**src/rtl/add_seq_ctrl.sv**
```systemverilog
// Byte-serial wide adder: time-shares one adder_8bit across NUM_BYTES cycles.
// Optional subtract mode is built when ADD_SEQ_SUB_EN is defined.

module adder_8bit (
   input  logic [7:0] a,
   input  logic [7:0] b,
   input  logic       carry_in,
   output logic [7:0] sum,
   output logic       overflow
);
   assign {overflow, sum} = 9'(a) + 9'(b) + 9'(carry_in);
endmodule

module add_seq_ctrl #(
   parameter int unsigned NUM_BYTES = 4
) (
   input  logic                   clk,
   input  logic                   rst,
   input  logic                   start,
   input  logic [8*NUM_BYTES-1:0] a,
   input  logic [8*NUM_BYTES-1:0] b,
   input  logic                   carry_in,
`ifdef ADD_SEQ_SUB_EN
   input  logic                   sub,
`endif
   output logic                   busy,
   output logic                   done,
   output logic [8*NUM_BYTES-1:0] sum,
   output logic                   overflow
);

   localparam int unsigned W     = 8 * NUM_BYTES;
   localparam int unsigned ACC_W = W - 8;
   localparam int unsigned IDX_W = $clog2(NUM_BYTES);

   typedef enum logic [1:0] {S_IDLE, S_ADD, S_DONE} state_e;

   state_e             state_q, state_d;
   logic [W-1:0]       a_q, a_d;
   logic [W-1:0]       b_q, b_d;
   logic               carry_q, carry_d;
   logic [ACC_W-1:0]   acc_q, acc_d;
   logic [IDX_W-1:0]   idx_q, idx_d;
   logic [W-1:0]       sum_q, sum_d;
   logic               ovf_q, ovf_d;
   logic               busy_q, busy_d;
   logic               done_q, done_d;

   logic [7:0]         add_sum;
   logic               add_co;
   logic               last_byte;
   logic [W-1:0]       b_load;
   logic               cin_load;

   adder_8bit u_adder (
      .a        (a_q[7:0]),
      .b        (b_q[7:0]),
      .carry_in (carry_q),
      .sum      (add_sum),
      .overflow (add_co)
   );

   assign last_byte = (idx_q == IDX_W'(NUM_BYTES - 1));

   // Operand B / carry as loaded: subtract is a + ~b + 1.
`ifdef ADD_SEQ_SUB_EN
   assign b_load   = sub ? ~b : b;
   assign cin_load = sub ? 1'b1 : carry_in;
`else
   assign b_load   = b;
   assign cin_load = carry_in;
`endif

   always_ff @(posedge clk) begin
      if (rst) begin
         state_q <= S_IDLE;
         a_q     <= '0;
         b_q     <= '0;
         carry_q <= 1'b0;
         acc_q   <= '0;
         idx_q   <= '0;
         sum_q   <= '0;
         ovf_q   <= 1'b0;
         busy_q  <= 1'b0;
         done_q  <= 1'b0;
      end else begin
         state_q <= state_d;
         a_q     <= a_d;
         b_q     <= b_d;
         carry_q <= carry_d;
         acc_q   <= acc_d;
         idx_q   <= idx_d;
         sum_q   <= sum_d;
         ovf_q   <= ovf_d;
         busy_q  <= busy_d;
         done_q  <= done_d;
      end
   end

   always_comb begin
      state_d = state_q;
      case (state_q)
         S_IDLE:  if (start) state_d = S_ADD;
         S_ADD:   if (last_byte) state_d = S_DONE;
         S_DONE:  state_d = S_IDLE;
         default: state_d = S_IDLE;
      endcase
   end

   // Datapath next values; accumulator fills from the MSB end one byte per cycle.
   always_comb begin
      a_d     = a_q;
      b_d     = b_q;
      carry_d = carry_q;
      acc_d   = acc_q;
      idx_d   = idx_q;
      sum_d   = sum_q;
      ovf_d   = ovf_q;
      case (state_q)
         S_IDLE: begin
            if (start) begin
               a_d     = a;
               b_d     = b_load;
               carry_d = cin_load;
               idx_d   = '0;
            end
         end
         S_ADD: begin
            a_d     = {8'h00, a_q[W-1:8]};
            b_d     = {8'h00, b_q[W-1:8]};
            carry_d = add_co;
            acc_d   = ACC_W'({add_sum, acc_q} >> 8);
            idx_d   = idx_q + IDX_W'(1);
            if (last_byte) begin
               sum_d = {add_sum, acc_q};
               ovf_d = add_co;
            end
         end
         default: ;
      endcase
      busy_d = (state_d != S_IDLE);
      done_d = (state_d == S_DONE);
   end

   assign busy     = busy_q;
   assign done     = done_q;
   assign sum      = sum_q;
   assign overflow = ovf_q;

endmodule
```
**config.mk**
```make
export PLATFORM = sky130hd
export DESIGN_NAME = add_seq_ctrl
export DESIGN_NICKNAME = d
export VERILOG_FILES = /design/src/rtl/add_seq_ctrl.sv
export SDC_FILE = /design/constraint.sdc
export NUM_CORES = 1
export LEC_CHECK = 0
export BUFFER_PORTS_ARGS = -buffer_cell sky130_fd_sc_hd__buf_2
export CORE_ASPECT_RATIO = 0.9
export CORE_MARGIN = 5
export CORE_UTILIZATION = 49
export DETAILED_ROUTE_END_ITERATION = 7
export GPL_ROUTABILITY_DRIVEN = 0
export GPL_TIMING_DRIVEN = 0
export PLACE_DENSITY = 0.82
export SYNTH_ARGS = -nofsm -noshare
export SYNTH_HDL_FRONTEND = slang
export SYNTH_SLANG_ARGS = --single-unit
```
**constraint.sdc**
```tcl
create_clock -name clk -period 2.2 [get_ports clk]
set_clock_uncertainty 0.1 [all_clocks]
set_input_delay 0.44 -clock clk [delete_from_list [all_inputs] [get_ports clk]]
set_output_delay 0.44 -clock clk [all_outputs]
set_load 0.01 [all_outputs]
```
# Yosys cells after proc, flatten, opt, wreduce, memory -nomap -nowiden
# Index checks and enable logic that the tools add are counted.
dict set report totals {
  regBits 128
  in_bits 68
  out_inout_bits 35
  elab_cells 33
}
dict set report op_classes {
  add_sub_neg 3
  n_eq_ne 4
  mux 11
  n_reduce_logical 5
}
# operator count
set ops {}
lappend ops {{32-bit case mux with 2 select lines} 2}
lappend ops {{32-bit two-way mux} 2}
lappend ops {{8-bit by 8-bit adder with 9-bit output} 1}
lappend ops {{9-bit by 1-bit adder with 9-bit output} 1}
lappend ops {{2-bit case mux with 2 select lines} 2}
lappend ops {{2-bit two-way mux} 3}
lappend ops {{2-bit == test (second input constant)} 2}
lappend ops {{2-bit AND reduction} 2}
lappend ops {{2-bit nonzero test} 2}
lappend ops {{2-bit by 1-bit adder with 2-bit output (second input constant)} 1}
lappend ops {{2-bit by 1-bit == test with 1-bit output (second input constant)} 1}
lappend ops {{2-bit zero test} 1}
lappend ops {{2-bit inequality test (second input constant)} 1}
lappend ops {{1-bit case mux with 2 select lines} 1}
lappend ops {{1-bit two-way mux} 1}

# Longest topological paths before layout
# Gate-level depths: netlist of the first run.
dict set report depth {
  depth_word 4
  ltp_mapped 7
  mapped_depth_nobuf 7
}

# Cells and area by module
# A second synthesis of the first run with hierarchy kept.
dict set report hier_totals {
  cells_unflattened 635
  area_unflattened_um2 5148.7
}
# mod instances cells_each area_each_um2 seq_area_each_um2
set by_module_without_submodules {}
lappend by_module_without_submodules {add_seq_ctrl 1 597 4835.9 2562.5}
lappend by_module_without_submodules {adder_8bit 1 38 312.8 0.0}

# Worst setup path before layout of the first run
# OpenSTA, ideal clock, no wires.
dict set report synth_path {
  path_kind {register to register}
  from {register a_q[0]}
  to {register ovf_q, in the netlist overflow}
  setup_ns 0.118
  arrival_time_ns 1.963
  t_required_ns 1.982
  slack_ns 0.019
  stages_incl_launch_ff 8
  n_path_buf 0
  period_less_slack_ns 2.181
  cell_sequence {dfxtp_1 fa_1 fa_1 a21o_1 and3_1 o211a_1 nor3_1 nor2_1}
}
dict set report synth_between {
  elab_chain_len 2
}
# item line
set synth_lines {}
lappend synth_lines {{from (decl)} 39} ;# logic [W-1:0] a_q, a_d;
lappend synth_lines {{from (signal assigned)} 77} ;# a_q <= '0;
lappend synth_lines {{from (signal assigned)} 88} ;# a_q <= a_d;
lappend synth_lines {{8-bit by 8-bit adder with 9-bit output} 11} ;# assign {overflow, sum} = 9'(a) + 9'(b) + 9'(carry_in);
lappend synth_lines {{9-bit by 1-bit adder with 9-bit output} 11}
lappend synth_lines {{to (signal assigned)} 94} ;# ovf_q <= ovf_d;
lappend synth_lines {{to (decl)} 45} ;# logic ovf_q, ovf_d;
# Every way passes these cells.
# A chain may end at the register's enable or synchronous reset.

# Worst setup path in the final report of the first run
dict set report layout_path {
  from {register a_q[0]}
  to {register carry_q}
}
dict set report layout_between {
  elab_chain_len 3
}
# item line
set layout_lines {}
lappend layout_lines {{8-bit by 8-bit adder with 9-bit output} 11}
lappend layout_lines {{9-bit by 1-bit adder with 9-bit output} 11}
lappend layout_lines {{1-bit case mux with 2 select lines} 119} ;# case (state_q)
lappend layout_lines {{to (signal assigned)} 90} ;# carry_q <= carry_d;
lappend layout_lines {{to (decl)} 41} ;# logic carry_q, carry_d;
# Every way passes these cells.

==> run metrics, run 1 <==
syn nets 666; sequential-to-total area share from yosys stat 50.2%; sequential power share 41.7%; PD cells 942 nW/um^2; area delta synth->final 26.0%; RSZ-0062 raised after global routing yes; Slew Limit Fails 0; DR pass1 iterations 5; Crit Path Category reg -> reg; nets@finish 788; Leakage Power 2.65 nW; pin count of the biggest net entering global routing 17; Vias 4879; Post-synth EDFFs 0; commonest non-fill, non-tap cell in the layout dfxtp_1; gr usage total 22.9%; fin crit period 2.18 ns; setup violators final 0; setup_tns 0 ns; Main synth FF type dfxtp_1; Gate power share 10.0%; Clock Sinks 128; slowest CP cell fa_2; most frequent cells in the layout 126 x dfxtp_1, 119 x buf_2, 103 x nand2_1; Ant. Diodes 0; HP Class in -> reg; DP HPWL 10100 um; Wirelength per Cell 16.7 um; vias in the first global route 4961; FP Rows 35; CP max stage delay 0.42 ns; full die area 12600 um^2; Slew headroom 54.3%; die span in x 118 um; fill count 857; CTS buffer count 17; average size of a mapped cell 8.68 um^2; Slew @ Worst Pin 0.684 ns; Worst-path clk slew 0.05 ns; worst-skew pair later-pin latency 0.42 ns; initial drt markers 355; crit path capture type register; Crit path arrival time 2.36 ns; Clock power frac 48.3%; Max IR drop VDD 0.497 mV; max frequency 0.459 GHz; Post-Synthesis Cell Area 5100 um^2; DRC 0; I/O pin total 103; Yosys top cell by area dfxtp_1; CTS Root Cell clkbuf_16; critical-path cell list fa_2 -> fa_2 -> a21o_1 -> and3_4 -> o211a_1 -> nor2_1 -> o31ai_1; CTS tree yes; crit-path most repeated cell fa_2; Core Box Area 10200 um^2; overall power 6.05 mW; Starting Density 50.0%; # port buffers 102; DRT Wirelength 14200 um; fraction of synthesis flops using an asynchronous set or reset pin 0%; Die Y 107 um; FF+latch count, synth 128; first-pass GRT wire length 23500 um; Distinct cells, synth 41; Max Cap Violations 0; Ys Warns 0; P_sw 1.44 mW; Gate Count Post-Synth 588; share of layout cells above drive strength 1 24.4%; Yosys top cell area share 50.2%; post-layout util 63.0%; Worst Path Required 2.38 ns; Overflow after GRT 0; startpoint types register; Crit Path Max Fanout 3; Pint 4.61 mW; deepest clock path buffer count 2; Sw Ratio 23.8%; largest cells by area after synthesis dfxtp_1 50%, nand2_1 7.6%, a221oi_1 6.9%; status finished clean; Hold Vio Cnt, Final 0; post-route ant nets 0; antenna violations before repair 0; Final Cycle Share 99.1%; H-tree levels 4; mean number of vias per cell 5.73
[registers in the layout, summed over array words and instances (netlist names)]
signal,flops
a_q,32
acc_q,24
b_q,32
busy,1
carry_q,1
done,1
idx_q,2
overflow,1
state_q,2
sum,32
[power by group through the flow]
stage	clock network (mW)	registers (mW)	logic [mW]
3_3_place_gp	0	2.56	0.555
4_1_cts	2.92	2.52	0.594
5_1_grt	3.05	2.54	0.670
2_1_floorplan	0	2.54	0.404
3_5_place_dp	0	2.57	0.580
6_report	2.92	2.52	0.608
[worst max-delay path: cells and delay by family, from the launching register on]
family                   cells  cell delay (ns)
AO/OA/AOI/OAI                3             0.52
adder cells (fa/ha/maj)      2             0.77
flip-flops                   1             0.33
AND/OR/NAND/NOR              2             0.32
[cell type report]
class                   count  area [um^2]  share of cell area [%]
repair buffers            103          518                    8.06
multi-input cells         366         2170                    33.8
flip-flops and latches    128         2560                    39.9
plain buffers              50          231                    3.60
inverters                  44          165                    2.57
well taps                 129          161                    2.51
clock buffers              21          450                    7.01
clock inverters            10          161                    2.51
[cells in the mapped netlist (2+ instances only)]
cell      count
buf_1         3
nand2_1     103
a31oi_1       3
nand3_1       5
a21o_1        3
or4_1         2
a211oi_1      4
dfxtp_1     128
a22oi_1      17
buf_2        17
o31ai_1       3
nor3_1        5
and2_1        2
ha_1          8
o221a_2       8
clkbuf_1     24
a221oi_1     40
buf_4         6
xnor2_1       2
nor4b_1       2
nor2b_1       2
a21oi_1      59
o21ai_0       4
a221o_1       2
inv_1        42
o22ai_1      40
nor2_1       39
fa_1          2
[through the flow]
| step | cell area (um^2) | cells | setup WS [ns] | hold slack [ns] |
|---|---|---|---|---|
| detailed placement | 5770 | 819 | -0.155 | 0.343 |
| global placement | 5770 | 819 | -0.127 | 0.343 |
| CTS | 6410 | 851 | 0.00766 | 0.166 |
| finish | 6420 | 851 | 0.0195 | 0.177 |
| floorplan | 5100 | 588 | 0.0186 | 0.332 |
| global route | 6420 | 851 | -0.0153 | 0.179 |
[layer usage]
| metal | vias up | GRT usage (%) | wire, um | share of wire [%] |
|---|---|---|---|---|
| met5 | - | 0 | 0 | 0 |
| met4 | 0 | 8.44 | 336 | 2.4 |
| met3 | 39 | 6.54 | 1200 | 8.4 |
| li1 | 2328 | - | - | - |
| met2 | 232 | 39.1 | 6850 | 48 |
| met1 | 2280 | 27.6 | 5830 | 41 |
[cells by family (layout without fill, tap and decap cells)]
| family | count (synthesis) | after routing | synth area share [%] |
|---|---|---|---|
| buffers and inverters | 94 | 228 | 7.78 |
| DFF | 128 | 128 | 50.2 |
| adders and majority gates | 10 | 10 | 2.75 |
| muxes | 1 | 1 | 0.221 |
| AOI/OAI and AO/OA | 187 | 187 | 25.2 |
| xor gates and xnor gates | 3 | 3 | 0.515 |
| and+or+nand+nor | 165 | 165 | 13.3 |
[timing repair]
item	in CTS	in global routing
buffers inserted	1	0
hold buffers	0	0
setup endpoints to repair	6	6
resized for setup	6	3
pin swaps	7	4
[final timing paths]
check	start	to	slack, ns	cells past startpoint
worst max-delay path	a_q[0]	carry_q	0.02	7
worst min-delay path	b[27]	b_q[27]	0.18	3
worst min register to register	sum[24]	sum[24]	0.35	2
worst max register to register	a_q[0]	carry_q	0.02	7
No activity file was read; power rests on OpenSTA's default activity.
==> run 2: changes to the inputs <==
--- a/config.mk
+++ b/config.mk
@@ -8,11 +8,11 @@
 export BUFFER_PORTS_ARGS = -buffer_cell sky130_fd_sc_hd__buf_2
 export CORE_ASPECT_RATIO = 0.9
 export CORE_MARGIN = 5
-export CORE_UTILIZATION = 49
+export CORE_UTILIZATION = 28
 export DETAILED_ROUTE_END_ITERATION = 7
 export GPL_ROUTABILITY_DRIVEN = 0
 export GPL_TIMING_DRIVEN = 0
-export PLACE_DENSITY = 0.82
+export PLACE_DENSITY = 0.55
 export SYNTH_ARGS = -nofsm -noshare
 export SYNTH_HDL_FRONTEND = slang
 export SYNTH_SLANG_ARGS = --single-unit
==> run 2 against run 1 <==
Net effect:
- clock power grew 3%
- combinational power grew 1%
- first-iteration DRC count shrank 35%
- total power grew 1.5%
- sequential share of layout area shrank 1.1 points
- wire length grew 4.0%
- utilization shrank 26 points
- worst setup slack gained 0.0011 ns
- count of clock-buffer cells in the layout shrank 2
- critical path depth is the same
- non-clock buffer count grew 2
==> run metrics, run 2 (synthesized netlist as in run 1, its figures left out) <==
deepest clock path buffer count 2 (unchanged); Final Cycle Share 99.1% (about the same); FP Rows 46 (was 35); Clock Sinks 128 (unchanged); Leakage Power 2.66 nW (was 2.65 nW); Crit Path Category reg -> reg (unchanged); Slew Limit Fails 0 (unchanged); DP HPWL 10800 um (was 10100 um); non-filler cells in the finished layout 967 (was 851); status finished clean (unchanged); max frequency 0.459 GHz (about the same); die span in x 152 um (was 118 um); CTS buffer count 17 (unchanged); H-tree levels 4 (unchanged); nets@finish 790 (was 788); Vias 4614 (was 4879); antenna violations before repair 5 (was 0); storage element area 2560 um^2 (unchanged); HP Class in -> reg (unchanged); Wirelength per Cell 15.3 um (was 16.7 um); Die Y 138 um (was 107 um); I/O pin total 103 (unchanged); DR pass1 iterations 4 (was 5); Cells after DPL 930 (was 819); share of layout cells above drive strength 1 25.2% (was 24.4%); Max Cap Violations 0 (unchanged); mean number of vias per cell 4.77 (was 5.73); Core Box Area 17800 um^2 (was 10200 um^2); CTS Root Cell clkbuf_16 (unchanged); gr usage total 13.9% (was 22.9%); Overflow after GRT 0 (unchanged); Hold Vio Cnt, Final 0 (unchanged); Max IR drop VDD 0.553 mV (was 0.497 mV); startpoint types register (unchanged); full die area 21000 um^2 (was 12600 um^2); Starting Density 28.7% (was 50.0%); DRC 0 (unchanged); vias in the first global route 4628 (was 4961); DRT Wirelength 14800 um (was 14200 um); multi-input logic area 2170 um^2 (about the same); setup violators final 0 (unchanged); # port buffers 102 (unchanged); Slew @ Worst Pin 0.677 ns (was 0.684 ns); commonest non-fill, non-tap cell in the layout dfxtp_1 (unchanged); worst-skew pair later-pin latency 0.42 ns (about the same); first-pass GRT wire length 23700 um (was 23500 um); RSZ-0062 raised after global routing yes (unchanged); fill count 1866 (was 857); pin count of the biggest net entering global routing 17 (unchanged); post-route ant nets 0 (unchanged); crit path capture type register (unchanged); Crit Path Max Fanout 2 (was 3); fin crit period 2.18 ns (about the same); PD cells 930 nW/um^2 (was 942 nW/um^2); CTS tree yes (unchanged); setup_tns 0 ns (unchanged); Slew headroom 54.9% (was 54.3%); Worst-path clk slew 0.06 ns (was 0.05 ns); overall power 6.14 mW (was 6.05 mW); most frequent cells in the layout 126 x dfxtp_1, 119 x buf_2, 103 x nand2_1 (unchanged); Crit path arrival time 2.39 ns (was 2.36 ns); Worst Path Required 2.42 ns (was 2.38 ns); area delta synth->final 29.4% (was 26.0%); initial drt markers 230 (was 355)
run 2: routing by layer:
metal,global-route usage [%],vias to the layer above,wire [um]
met3,5.62,26,1040
li1,-,2345,-
met2,20.5,112,6350
met4,5.30,6,266
met5,0,-,29
met1,18.2,2125,7100
run 2: path summary, 6_finish.rpt:
check,start,to,slack [ns],cells past startpoint
setup / recovery,b_q[0],overflow,0.02,7
setup reg to reg,b_q[0],overflow,0.02,7
hold reg to reg,sum[14],sum[14],0.35,2
hold / removal,b[28],b_q[28],0.16,3
run 2: cell type report:
type	count	area share [%]
clock buffer	19	6.71
timing repair buffer	105	8.07
clock inverter	13	2.80
sequential	128	38.8
antenna	2	0.0758
multi-input combinational	366	32.9
tap	240	4.55
inverter	44	2.50
buffer	50	3.51
run 2: through the flow:
| stage | cell area, um^2 | util, % | hold WS, ns | worst slack [ns] |
|---|---|---|---|---|
| 2_1_floorplan | 5100 | - | 0.332 | 0.0186 |
| 3_3_place_gp | 5910 | 33.2 | 0.341 | -0.203 |
| 3_5_place_dp | 5910 | 33.2 | 0.343 | -0.187 |
| 4_1_cts | 6570 | 37.0 | 0.155 | 0.0122 |
| 5_1_grt | 6600 | 37.1 | 0.155 | -0.0476 |
| 6_report | 6600 | 37.1 | 0.163 | 0.0206 |
run 2: timing repair:
action / in CTS / in global routing
pin swaps: 7 / 3
hold buffers: 0 / 0
gates resized for setup: 6 / 5
buffers inserted: 2 / 1
setup endpoints to repair: 6 / 9
run 2: power by group:
part	switching (mW)	total, mW	leakage (nW)	internal, mW
combinational	0.353	0.617	1.32	0.264
clock	1.09	3.01	0.292	1.92
sequential	0.0755	2.52	1.05	2.44
total	1.51	6.14	2.66	4.63
run 2: worst max-delay path, stage by stage, from the launching register on:
cell and delay [ns]:
dfxtp_2 0.34, fa_2 0.42, fa_2 0.36, a21o_1 0.18, and3_4 0.19, o211a_1 0.23, nor3_2 0.19, nor2_1 0.07
==> run 3: changes to the inputs <==
--- a/config.mk
+++ b/config.mk
@@ -7,12 +7,12 @@
 export LEC_CHECK = 0
 export BUFFER_PORTS_ARGS = -buffer_cell sky130_fd_sc_hd__buf_2
 export CORE_ASPECT_RATIO = 0.9
-export CORE_MARGIN = 5
-export CORE_UTILIZATION = 28
+export CORE_MARGIN = 1.5
+export CORE_UTILIZATION = 40
 export DETAILED_ROUTE_END_ITERATION = 7
 export GPL_ROUTABILITY_DRIVEN = 0
 export GPL_TIMING_DRIVEN = 0
-export PLACE_DENSITY = 0.55
+export PLACE_DENSITY = 0.71
 export SYNTH_ARGS = -nofsm -noshare
 export SYNTH_HDL_FRONTEND = slang
 export SYNTH_SLANG_ARGS = --single-unit
==> constraint.sdc (replaced) <==
create_clock -name clk -period 1.9 [get_ports clk]
set_clock_uncertainty 0.1 [all_clocks]
set_input_delay 0.38 -clock clk [delete_from_list [all_inputs] [get_ports clk]]
set_output_delay 0.38 -clock clk [all_outputs]
set_load 0.01 [all_outputs]
==> run 3 against run 2 <==
Net effect:
- global-route usage rose by 7.8 points
- register-to-register slack got worse by 0.24 ns
- sequential share of layout area rose by 0.41 points
- non-clock buffer count did not move
- sequential power rose by 16%
- combinational power rose by 21%
- first-iteration DRC count rose by 57%
- utilization rose by 16 points
- critical path depth did not move
- hold slack got worse by 0.056 ns
- via count rose by 3.9%
- final area fell by 0.85%
- highest routed layer is now met4
- the flow now finishes with violations (setup timing)
==> run metrics, run 3 (synthesized netlist as in run 1, its figures left out) <==
vias in the first global route 4553 (was 4628); initial drt markers 362 (was 230); area delta synth->final 28.3% (was 29.4%); H-tree levels 4 (unchanged); Core Box Area 12300 um^2 (was 17800 um^2); post-route ant nets 0 (unchanged); Final Cycle Share 112% (was 99.1%); antenna violations before repair 0 (was 5); deepest clock path buffer count 2 (unchanged); delay-heaviest family, CP adder cells (unchanged); storage element area 2570 um^2 (was 2560 um^2); Worst-path clk slew 0.06 ns (about the same); Die Y 110 um (was 138 um); Max IR drop VDD 0.581 mV (was 0.553 mV); Slew Limit Fails 0 (unchanged); first-pass GRT wire length 22300 um (was 23700 um); die span in x 122 um (was 152 um); RSZ-0062 raised after global routing yes (unchanged); worst-skew pair later-pin latency 0.42 ns (about the same); Clock Sinks 128 (unchanged); Ant. Diodes 0 (was 2); setup violators final 7 (was 0); full die area 13400 um^2 (was 21000 um^2); violated checks setup timing; CTS buffer count 17 (unchanged); Vias 4794 (was 4614); HP Class in -> reg (unchanged); non-filler cells in the finished layout 885 (was 967); status finished, violations left (was finished clean); Leakage Power 2.66 nW (about the same); PD cells 1050 nW/um^2 (was 930 nW/um^2); Max Cap Violations 0 (unchanged); multi-input logic area 2260 um^2 (was 2170 um^2); commonest non-fill, non-tap cell in the layout dfxtp_1 (unchanged); critical-path cell list fa_2 -> fa_2 -> a21o_1 -> and3_4 -> o211a_4 -> nor3_4 -> nor2_1 (was fa_2 -> fa_2 -> a21o_1 -> and3_4 -> o211a_1 -> nor3_2 -> nor2_1); gr usage total 21.7% (was 13.9%); I/O pin total 103 (unchanged); Slew @ Worst Pin 0.640 ns (was 0.677 ns); max frequency 0.472 GHz (was 0.459 GHz); CTS Root Cell clkbuf_16 (unchanged); Crit Path Max Fanout 2 (unchanged); Wirelength per Cell 16.0 um (was 15.3 um); fill count 1123 (was 1866); Starting Density 41.6% (was 28.7%); pin count of the biggest net entering global routing 17 (unchanged); Crit Path Category reg -> reg (unchanged); Crit path arrival time 2.33 ns (was 2.39 ns); fin crit period 2.12 ns (was 2.18 ns); Overflow after GRT 0 (unchanged); nets@finish 790 (unchanged); # port buffers 102 (unchanged); crit path capture type register (unchanged); Worst Path Required 2.11 ns (was 2.42 ns); share of layout cells above drive strength 1 26.2% (was 25.2%); DP HPWL 10200 um (was 10800 um); CP max stage delay 0.40 ns (was 0.42 ns); hold_buf cts 0 (unchanged); pre-CTS setup slack -0.275 ns (was -0.187 ns); Hold Vio Cnt, Final 0 (unchanged); DRT Wirelength 14100 um (was 14800 um); overall power 6.89 mW (was 6.14 mW); DRC 0 (unchanged); final worst slack -0.219 ns (was 0.0206 ns); startpoint types register (unchanged); Cells after DPL 850 (was 930); FP Rows 38 (was 46); Slew headroom 57.3% (was 54.9%); WP buf/inv 0 (unchanged); CTS tree yes (unchanged); DR pass1 iterations 5 (was 4); slowest CP cell fa_2 (unchanged); crit-path most repeated cell fa_2 (unchanged); mean number of vias per cell 5.42 (was 4.77); most frequent cells in the layout 124 x dfxtp_1, 119 x buf_2, 103 x nand2_1 (was 126 x dfxtp_1, 119 x buf_2, 103 x nand2_1)
## run 3: power breakdown
part | total, mW | internal (mW) | switching [mW] | leakage (nW)
clock network | 3.21 | 2.10 | 1.11 | 0.291
registers | 2.93 | 2.83 | 0.103 | 1.05
logic | 0.748 | 0.328 | 0.420 | 1.32
total | 6.89 | 5.25 | 1.64 | 2.66
## run 3: final timing paths
| path | startpoint | end | slack, ns | depth (start not counted) |
|---|---|---|---|---|
| max | carry_q | overflow | -0.22 | 7 |
| min | b[24] | b_q[24] | 0.11 | 3 |
| max reg2reg | carry_q | overflow | -0.22 | 7 |
| min reg2reg | sum[7] | sum[7] | 0.35 | 2 |
## run 3: per-layer routing
| metal | vias up | part of all wire, % | global-route usage (%) |
|---|---|---|---|
| met5 | - | 0 | 0 |
| met4 | 0 | 1.3 | 7.90 |
| met3 | 19 | 7.5 | 7.00 |
| met2 | 172 | 46 | 34.1 |
| met1 | 2267 | 45 | 28.0 |
| li1 | 2336 | - | - |
## run 3: worst min-delay path, cell delays in order
cell	delay, ns
buf_2	0.07
a22oi_1	0.06
nor2_1	0.07
## run 3: what timing repair did
item,CTS,global route
setup buffers,1,2
cloned,0,0
pin swaps,10,8
endpoints found under the setup margin,10,12
gates resized for setup,9,16
## run 3: cell type report
| class | instances | area share [%] |
|---|---|---|
| plain buffers | 50 | 3.54 |
| clock buffers | 27 | 7.84 |
| clock inverters | 5 | 1.15 |
| inverters | 44 | 2.52 |
| multi-input cells | 366 | 34.5 |
| flip-flops and latches | 128 | 39.3 |
| well taps | 160 | 3.06 |
| repair buffers | 105 | 8.14 |
## run 3: stage by stage
step / instance area (um^2) / hold WS [ns] / util (%) / setup TNS [ns]
finish: 6550 / 0.106 / 53.4 / -1.02
floorplan: 5110 / 0.332 / - / -0.382
global placement: 5820 / 0.342 / 47.4 / -1.26
global route: 6550 / 0.113 / 53.4 / -1.70
CTS: 6460 / 0.0976 / 52.7 / -1.11
detailed placement: 5820 / 0.343 / 47.4 / -1.48
